**config.mk**
```make
export PLATFORM = sky130hd
export DESIGN_NAME = ldst_ctrl_seq
export DESIGN_NICKNAME = d
export VERILOG_FILES = /design/src/rtl/ldst_ctrl_seq.sv
export SDC_FILE = /design/constraint.sdc
export NUM_CORES = 1
export LEC_CHECK = 0
export BUFFER_PORTS_ARGS = -buffer_cell sky130_fd_sc_hd__buf_2
export CAP_MARGIN = 40
export CORE_AREA = 3 3 57 59
export DETAILED_ROUTE_END_ITERATION = 12
export DIE_AREA = 0 0 60 62
export PLACE_DENSITY_LB_ADDON = 0.3
export RECOVER_POWER = 25
export SETUP_SLACK_MARGIN = 0.5
export SLEW_MARGIN = 20
export SYNTH_ARGS = -nofsm -noshare
export SYNTH_HDL_FRONTEND = slang
export SYNTH_SLANG_ARGS = --single-unit
```
**constraint.sdc**
```tcl
create_clock -name clk -period 2.5 [get_ports clk]
set_input_delay 0.5 -clock clk [delete_from_list [all_inputs] [get_ports clk]]
set_output_delay 0.5 -clock clk [all_outputs]
set_load 0.05 [all_outputs]
```
**src/rtl/ldst_ctrl_seq.sv**
```systemverilog
// ldst_ctrl_seq: Moore control sequencer for instruction fetch and the
// load/store class (ld, ldi, st). It drives the datapath strobes step by step
// (T0..T7) and inserts MEM_WAIT extra cycles on every RAM access.
//
// Ports:
//   clk, clr        clock; synchronous active-low reset
//   start           begin fetch and execute of one instruction (sampled in IDLE)
//   ir_opcode       IR[31:27] read back from the datapath after fetch
//   PC_out .. RAM_write_enable   registered datapath strobes
//   opcode          ALU operation select (ADD_OPC in T4, else 0)
//   busy            high in every state except IDLE
//   done            one-cycle completion pulse in DONE
//   illegal         qualifies done when the opcode was unsupported
//
// Configuration macro: LDST_SEQ_CHAIN_EN -- when defined, start=1 in DONE
// issues the next instruction straight into T0 with no IDLE cycle.
module ldst_ctrl_seq #(
  parameter int               OPC_W    = 5,
  parameter int               MEM_WAIT = 1,
  parameter logic [OPC_W-1:0] LD_OPC   = 5'b00000,
  parameter logic [OPC_W-1:0] LDI_OPC  = 5'b00001,
  parameter logic [OPC_W-1:0] ST_OPC   = 5'b00010,
  parameter logic [OPC_W-1:0] ADD_OPC  = 5'b00011
) (
  input  logic             clk,
  input  logic             clr,
  input  logic             start,
  input  logic [OPC_W-1:0] ir_opcode,
  output logic             PC_out,
  output logic             MAR_enable,
  output logic             IncPC,
  output logic             PC_enable,
  output logic             Read,
  output logic             MDR_enable,
  output logic             MDR_out,
  output logic             IR_enable,
  output logic             Gra,
  output logic             Grb,
  output logic             BA_out,
  output logic             Y_enable,
  output logic             C_out,
  output logic             Z_enable,
  output logic             ZLow_out,
  output logic             R_in,
  output logic             RAM_write_enable,
  output logic [OPC_W-1:0] opcode,
  output logic             busy,
  output logic             done,
  output logic             illegal
);

  typedef enum logic [3:0] {IDLE, T0, T1, T2, T3, T4, T5, T6, T7, DONE} state_t;
  typedef enum logic [1:0] {CL_LD, CL_LDI, CL_ST, CL_ILL} cls_t;

  localparam logic [3:0] WMAX = 4'(MEM_WAIT);

  state_t     state_r, nstate_s;
  logic [3:0] wcnt_r, nwcnt_s;
  cls_t       cls_r, ncls_s;

  // Next-cycle value of every output; registering these makes the outputs a
  // pure function of the state/wcnt/class registers.
  logic [16:0]      strb_s;
  logic [OPC_W-1:0] opcode_s;
  logic             busy_s, done_s, illegal_s;

  // Map an IR opcode onto the instruction class it selects.
  function automatic cls_t decode_cls(input logic [OPC_W-1:0] op);
    cls_t c;
    if (op == LD_OPC) begin
      c = CL_LD;
    end else if (op == LDI_OPC) begin
      c = CL_LDI;
    end else if (op == ST_OPC) begin
      c = CL_ST;
    end else begin
      c = CL_ILL;
    end
    return c;
  endfunction

  // Next-state, wait-counter and class-latch logic.
  always_comb begin
    nstate_s = state_r;
    ncls_s   = cls_r;
    case (state_r)
      IDLE: if (start) nstate_s = T0; else nstate_s = IDLE;
      T0:   nstate_s = T1;
      T1:   if (wcnt_r == WMAX) nstate_s = T2; else nstate_s = T1;
      T2: begin
        // Class is captured on the edge into T3 so T3's strobes stay Moore.
        nstate_s = T3;
        ncls_s   = decode_cls(ir_opcode);
      end
      T3:   if (cls_r == CL_ILL) nstate_s = DONE; else nstate_s = T4;
      T4:   nstate_s = T5;
      T5:   if (cls_r == CL_LDI) nstate_s = DONE; else nstate_s = T6;
      T6:   if ((cls_r == CL_ST) || (wcnt_r == WMAX)) nstate_s = T7; else nstate_s = T6;
      T7:   if ((cls_r == CL_LD) || (wcnt_r == WMAX)) nstate_s = DONE; else nstate_s = T7;
`ifdef LDST_SEQ_CHAIN_EN
      DONE: if (start) nstate_s = T0; else nstate_s = IDLE;
`else
      DONE: nstate_s = IDLE;
`endif
      default: nstate_s = IDLE;
    endcase
    // wcnt counts cycles spent in the current state; it restarts on any move.
    if ((nstate_s == state_r) && (state_r != IDLE)) begin
      nwcnt_s = wcnt_r + 4'd1;
    end else begin
      nwcnt_s = 4'd0;
    end
  end

  // Strobe decode for the state being entered.
  // strb_s order: PC_out MAR_enable IncPC PC_enable Read MDR_enable MDR_out
  // IR_enable Gra Grb BA_out Y_enable C_out Z_enable ZLow_out R_in RAM_write_enable
  always_comb begin
    strb_s    = 17'd0;
    opcode_s  = {OPC_W{1'b0}};
    busy_s    = (nstate_s != IDLE);
    done_s    = 1'b0;
    illegal_s = 1'b0;
    case (nstate_s)
      T0: strb_s = 17'h1E000;                                 // PC_out MAR IncPC PC_en
      T1: begin
        if (nwcnt_s == WMAX) strb_s = 17'h01800;              // Read MDR_en (last cycle)
        else                 strb_s = 17'h01000;              // Read
      end
      T2: strb_s = 17'h00600;                                 // MDR_out IR_en
      T3: begin
        if (ncls_s == CL_ILL) strb_s = 17'h00000;
        else                  strb_s = 17'h000E0;             // Grb BA_out Y_en
      end
      T4: begin
        strb_s   = 17'h00018;                                 // C_out Z_en
        opcode_s = ADD_OPC;
      end
      T5: begin
        if (ncls_s == CL_LDI) strb_s = 17'h00106;             // ZLow Gra R_in
        else                  strb_s = 17'h08004;             // ZLow MAR
      end
      T6: begin
        if (ncls_s == CL_ST)       strb_s = 17'h00940;        // Gra BA_out MDR_en
        else if (nwcnt_s == WMAX)  strb_s = 17'h01800;        // Read MDR_en
        else                       strb_s = 17'h01000;        // Read
      end
      T7: begin
        if (ncls_s == CL_ST) strb_s = 17'h00401;              // MDR_out RAM_we
        else                 strb_s = 17'h00502;              // MDR_out Gra R_in
      end
      DONE: begin
        done_s    = 1'b1;
        illegal_s = (ncls_s == CL_ILL);
      end
      default: strb_s = 17'd0;
    endcase
  end

  // State, counter, class and output registers with synchronous clear.
  always_ff @(posedge clk) begin
    if (!clr) begin
      state_r <= IDLE;
      wcnt_r  <= 4'd0;
      cls_r   <= CL_LD;
      {PC_out, MAR_enable, IncPC, PC_enable, Read, MDR_enable, MDR_out, IR_enable,
       Gra, Grb, BA_out, Y_enable, C_out, Z_enable, ZLow_out, R_in,
       RAM_write_enable} <= 17'd0;
      opcode  <= {OPC_W{1'b0}};
      busy    <= 1'b0;
      done    <= 1'b0;
      illegal <= 1'b0;
    end else begin
      state_r <= nstate_s;
      wcnt_r  <= nwcnt_s;
      cls_r   <= ncls_s;
      {PC_out, MAR_enable, IncPC, PC_enable, Read, MDR_enable, MDR_out, IR_enable,
       Gra, Grb, BA_out, Y_enable, C_out, Z_enable, ZLow_out, R_in,
       RAM_write_enable} <= strb_s;
      opcode  <= opcode_s;
      busy    <= busy_s;
      done    <= done_s;
      illegal <= illegal_s;
    end
  end

endmodule

```
==> results of run 1 <==
==> cells in the mapped netlist, drive strengths merged, types with 2 or more instances <==
cell type / n
mux2i: 2
o21ai: 5
nand4: 4
nand2b: 6
nand3b: 2
a31o: 2
nor3: 8
a21oi: 9
or3: 2
a2111oi: 2
a31oi: 3
a21o: 2
nand2: 7
xnor2: 2
nor2b: 3
inv: 6
nand3: 6
nor2: 13
buf: 13
ha: 2
dfxtp: 27
a311o: 2
nand4b: 2
o211ai: 2
==> final cells by class <==
cell class | instances | area [um^2]
Clock inverter | 1 | 7.51
Multi-Input combinational cell | 106 | 846
Sequential cell | 27 | 547
Fill cell | 227 | 1020
Tap cell | 31 | 38.8
Clock buffer | 3 | 22.5
Timing Repair Buffer | 44 | 253
Inverter | 6 | 22.5
==> worst max-delay path by stage <==
stage               start          to  slack [ns]
2_1_floorplan   wcnt_r[0]  MAR_enable        0.38
3_3_place_gp   state_r[2]  MAR_enable        0.27
3_5_place_dp   state_r[2]  MAR_enable        0.25
4_1_cts         wcnt_r[1]  MAR_enable        0.28
5_1_grt        state_r[3]  MAR_enable        0.18
6_report       state_r[3]      BA_out        0.25
==> kinds of logic (layout without fill, tap and decap cells) <==
| family | after synthesis | in the layout | share of synthesized area (%) |
|---|---|---|---|
| simple gates | 62 | 62 | 26.0 |
| compound gates | 34 | 34 | 20.5 |
| flops | 27 | 27 | 39.1 |
| buf+inv | 20 | 54 | 8.97 |
| xor+xnor | 3 | 3 | 1.90 |
| fa+ha+maj | 2 | 2 | 1.81 |
| mux | 2 | 2 | 1.45 |
| other cells | 1 | 3 | 0.271 |
==> layer usage <==
metal	routed length, um	global-route usage, %	vias up
met1	1410	23.5	621
li1	-	-	605
met3	299	2.69	5
met5	0	0	-
met4	27	5.70	0
met2	1770	33.0	71
==> stage by stage <==
step | instances | util [%] | hold WS, ns | total power, uW | setup slack [ns]
6_report | 218 | 63.0 | 0.499 | 1920 | 0.254
3_5_place_dp | 201 | 53.9 | 0.444 | 1430 | 0.249
3_3_place_gp | 201 | 53.9 | 0.433 | 1430 | 0.268
4_1_cts | 212 | 58.0 | 0.473 | 1700 | 0.278
5_1_grt | 218 | 63.0 | 0.484 | 2040 | 0.175
2_1_floorplan | 153 | - | 0.423 | 1290 | 0.378
==> where the power goes <==
part           leakage [uW]  switching (uW)  total, uW  internal [uW]
Sequential         0.000221            86.8        595            508
Clock             0.0000139             127        188           61.1
Combinational      0.000459             700       1140            442
Total              0.000694             913       1920           1010
==> timing repair <==
item,CTS,global route
pin swaps,9,16
buffers inserted,7,6
gates cloned,0,0
resized for setup,7,25
setup endpoints to repair,7,17
==> flow_metrics.env, run 1 <==
export IMPL_clockBufferDepth=2
export IMPL_gp_congestion=0.891
export IMPL_final_common_cell="dfxtp_1"
export IMPL_nets=198
export IMPL_core_area_um2=2760
export IMPL_critPathMaxFanout=9
export IMPL_path_cells="clkbuf_1 > a2111oi_4 > buf_4 > a311o_2 > or3_4 > a21oi_2"
export IMPL_portBuffers=29
export IMPL_startpoint_type="flip-flop"
export IMPL_rows=19
export IMPL_path_buf_inv=2
export IMPL_top_regs="state_r x4, wcnt_r x4, cls_r x2"
export IMPL_ys_seq_area_share_pct=39.1
export IMPL_period_needed_ns=2.25
export IMPL_setup_tns_ns=0
export IMPL_synth_cell_types=52
export IMPL_hold_path_class="input pin to flip-flop"
export IMPL_yosys_area_top_type="dfxtp_1"
export IMPL_synthFlopType="dfxtp_1"
export IMPL_ys_top_cells_by_area="dfxtp_1 39%, buf_4 4.3%, nor2_1 3.5%, a21oi_1 3.3%, nor3_1 2.9%"
export IMPL_leakage_uw=0.000694
export IMPL_yosys_warnings=0
export IMPL_clock_sinks=27
export IMPL_cpPeakStageDelay_ns=0.60
export IMPL_hold_depth=2
export IMPL_grt_use_total_pct=18.6
export IMPL_finalSetupViolCount=0
export IMPL_synth_ff_latch_count=27
export IMPL_wirelength_um=3510
export IMPL_vias_per_cell=5.97
export IMPL_antenna_found_initial=0
export IMPL_cts_tree="done"
export IMPL_async_flop_share_pct=0
export IMPL_grt_first_pass_wirelength_um=5220
export IMPL_grt_start_max_net_pins=17
export IMPL_relSlewSlack_pct=50.6
export IMPL_syn_inst=151
export IMPL_start_util_pct=50.1
export IMPL_slowest_stage="clkbuf_1"
export IMPL_rr_endpoint="BA_out"
export IMPL_area_growth_pct=25.7
export IMPL_grt_overflow=0
export IMPL_critPathRequiredTime_ns=2.77
export IMPL_worst_pin_slew_ns=0.741
export IMPL_r2r_slack_ns=0.25
export IMPL_die_x_um=60
export IMPL_drv_cap=0
export IMPL_critPathKind="flip-flop to flip-flop"
export IMPL_hpwl_um=2300
export IMPL_place_area_um2=1490
export IMPL_yosysTopAreaCellShare_pct=39.1
export IMPL_irDropWorstVdd_uv=735
export IMPL_drive_above_1_share_pct=39.0
export IMPL_vias=1302
export IMPL_numCtsBuffers=3
export IMPL_slew_viol_final=0
export IMPL_r2r_start="state_r[3]"
export IMPL_crit_family="buffers and inverters"
export IMPL_fmax_mhz=445
export IMPL_layout_common_cells="22 x dfxtp_1, 19 x buf_2, 12 x nor2_1"
export IMPL_worstPathArrival_ns=2.51
export IMPL_io_pins=33
export IMPL_first_iter_violations=64
export IMPL_n_antenna_cell=0
export IMPL_wl_per_cell_um=16.1
export IMPL_worstHoldStart="clr"
export IMPL_cp_end_kind="flip-flop"
export IMPL_dr_pass1_iters=6
export IMPL_die_y_um=62
export IMPL_outcome="finished, final reports clean"
export IMPL_insertion_delay_ns=0.32
export IMPL_htreeDepth=1
export IMPL_clkSlewWorstSetupHoldPaths_ns=0.14
export IMPL_hold_violations=0
export IMPL_drc=0
export IMPL_crit_cells=6
export IMPL_ctsHoldBuffers=0
export IMPL_cellPowerDensity_nw_per_um2=1110
export IMPL_r2r_cells=6
export IMPL_min_to="busy"
export IMPL_root_buffer="clkbuf_4"
export IMPL_syn_cell_area_um2=1380
export IMPL_fin_crit_sh_pct=89.8
export IMPL_skew_ns=0.00208
export IMPL_rsz0062_at_grt="true"
export IMPL_ant_nets=0
export IMPL_dieArea_um2=3720
export IMPL_synth_edf_count=0
export IMPL_grt_pass1_vias=1120
export IMPL_syn_avg_cell_area_um2=9.15
export IMPL_fin_area_um2=1740
(Power assumes the default switching activity.)
==> run 2: changes to the inputs <==
CORE_AREA = 3 3 42 81   (was 3 3 57 59)
DIE_AREA = 0 0 45 84   (was 0 0 60 62)
REMOVE_ABC_BUFFERS = 1   (was unset)
==> flow_metrics.env, run 2 (synthesis gave the netlist of run 1 again) <==
export IMPL_dieArea_um2=3780
export IMPL_cellPowerDensity_nw_per_um2=1130
export IMPL_grt_start_max_net_pins=17
export IMPL_start_util_pct=48.7
export IMPL_grt_pass1_vias=1235
export IMPL_clockPowerShare_pct=12.9
export IMPL_hold_path_class="flip-flop to flip-flop"
export IMPL_irDropWorstVdd_uv=581
export IMPL_clockBufferDepth=2
export IMPL_fin_util_pct=57.7
export IMPL_hold_violations=0
export IMPL_wirelength_um=3460
export IMPL_grt_use_total_pct=18.7
export IMPL_wl_per_cell_um=16.4
export IMPL_ctsHoldBuffers=0
export IMPL_setup_tns_ns=0
export IMPL_clkSlewWorstSetupHoldPaths_ns=0.09
export IMPL_grt_first_pass_wirelength_um=5380
export IMPL_htreeDepth=1
export IMPL_insertion_delay_ns=0.27
export IMPL_worstPathArrival_ns=2.32
export IMPL_slew_viol_final=0
export IMPL_hold_depth=2
export IMPL_gp_congestion=0.893
export IMPL_relSlewSlack_pct=57.9
export IMPL_first_iter_violations=58
export IMPL_dr_pass1_iters=4
export IMPL_critPathMaxFanout=3
export IMPL_root_buffer="clkbuf_8"
export IMPL_die_y_um=84
export IMPL_fin_crit_sh_pct=85.8
export IMPL_skew_ns=0.00248
export IMPL_drc=0
export IMPL_drive_above_1_share_pct=31.9
export IMPL_die_x_um=45
export IMPL_power_internal_uw=998
export IMPL_final_common_cell="dfxtp_1"
export IMPL_cts_tree="done"
export IMPL_p_seq_share_pct=32.4
export IMPL_antenna_found_initial=0
export IMPL_portBuffers=29
export IMPL_startpoint_type="flip-flop"
export IMPL_nets=193
export IMPL_finalSetupViolCount=0
export IMPL_critPathKind="flip-flop to flip-flop"
export IMPL_top_regs="state_r x4, wcnt_r x4, cls_r x2"
export IMPL_numCtsBuffers=3
export IMPL_r2r_slack_ns=0.36
export IMPL_rsz0062_at_grt="true"
export IMPL_ant_nets=0
export IMPL_fmax_mhz=466
export IMPL_place_ws_ns=0.175
export IMPL_cp_end_kind="flip-flop"
export IMPL_worst_pin_slew_ns=0.626
export IMPL_rows=27
export IMPL_area_growth_pct=18.5
export IMPL_r2r_cells=8
export IMPL_switching_share_pct=46.2
export IMPL_critPathRequiredTime_ns=2.67
export IMPL_layout_common_cells="22 x dfxtp_1, 18 x buf_2, 12 x clkbuf_1"
export IMPL_hold_slack_ns=0.558
export IMPL_p_sw_uw=857
export IMPL_clock_sinks=27
export IMPL_n_antenna_cell=0
export IMPL_comb_power_share_pct=54.7
export IMPL_layout_setup_ws_ns=0.355
export IMPL_num_fill_cells=267
export IMPL_vias_per_cell=5.92
export IMPL_total_power_uw=1860
export IMPL_period_needed_ns=2.14
export IMPL_grt_overflow=0
export IMPL_io_pins=33
export IMPL_leakage_uw=0.000671
export IMPL_drv_cap=0
export IMPL_core_area_um2=2840
export IMPL_outcome="finished, final reports clean"
export IMPL_hpwl_um=2550
export IMPL_vias=1250
[run 2: cell types whose count changed in the layout (fill, tap and decap cells not counted), sizes merged]
cell	previous run	this run
buf	33	28
clkbuf	14	15
clkinvlp	1	0
[run 2: worst max-delay path, cell delays in order (launching register included)]
cell and delay [ns]:
dfxtp_2 0.33, inv_2 0.06, ha_4 0.12, or3b_4 0.40, buf_4 0.16, o21ai_1 0.16, a311oi_4 0.15, a311o_1 0.38
a2111oi_2 0.28
[run 2: worst paths after layout]
path                                   end      start
worst min-delay path             wcnt_r[0]  wcnt_r[0]
worst max register to register  MAR_enable  wcnt_r[1]
worst max-delay path            MAR_enable  wcnt_r[1]
worst min register to register   wcnt_r[0]  wcnt_r[0]
[run 2: area by class of cell]
type | count | area [um^2] | area share (%)
Clock buffer | 4 | 45.0 | 2.75
Sequential cell | 27 | 547 | 33.4
Inverter | 6 | 22.5 | 1.38
Tap cell | 29 | 36.3 | 2.22
Multi-Input combinational cell | 106 | 768 | 46.9
Timing Repair Buffer | 39 | 218 | 13.3
[run 2: timing repair]
item,4_1_cts,5_1_grt
pin swaps,8,6
endpoints found under the setup margin,10,16
gates resized for setup,6,16
setup buffers,7,1
[run 2: per-stage QoR]
step                      area [um^2]  cells
after floorplan                  1290    139
after global placement           1480    199
after detailed placement         1480    199
after CTS                        1600    210
after global routing             1640    211
final                            1640    211
[run 2: layer usage]
layer	global-route usage, %	up-vias	wire [um]	part of all wire (%)
met4	13.9	0	151	4.4
met2	33.6	41	2010	58
met5	0	-	0	0
met3	2.16	15	146	4.2
met1	17.6	595	1150	33
li1	-	599	-	-
[run 2: power groups by stage]
stage                     clock (uW)  sequential [uW]  combinational (uW)
after CTS                        244              593                 931
after global routing             259              613                1080
final                            240              600                1010
after floorplan                    0              826                 416
after global placement             0              598                 825
after detailed placement           0              603                 838
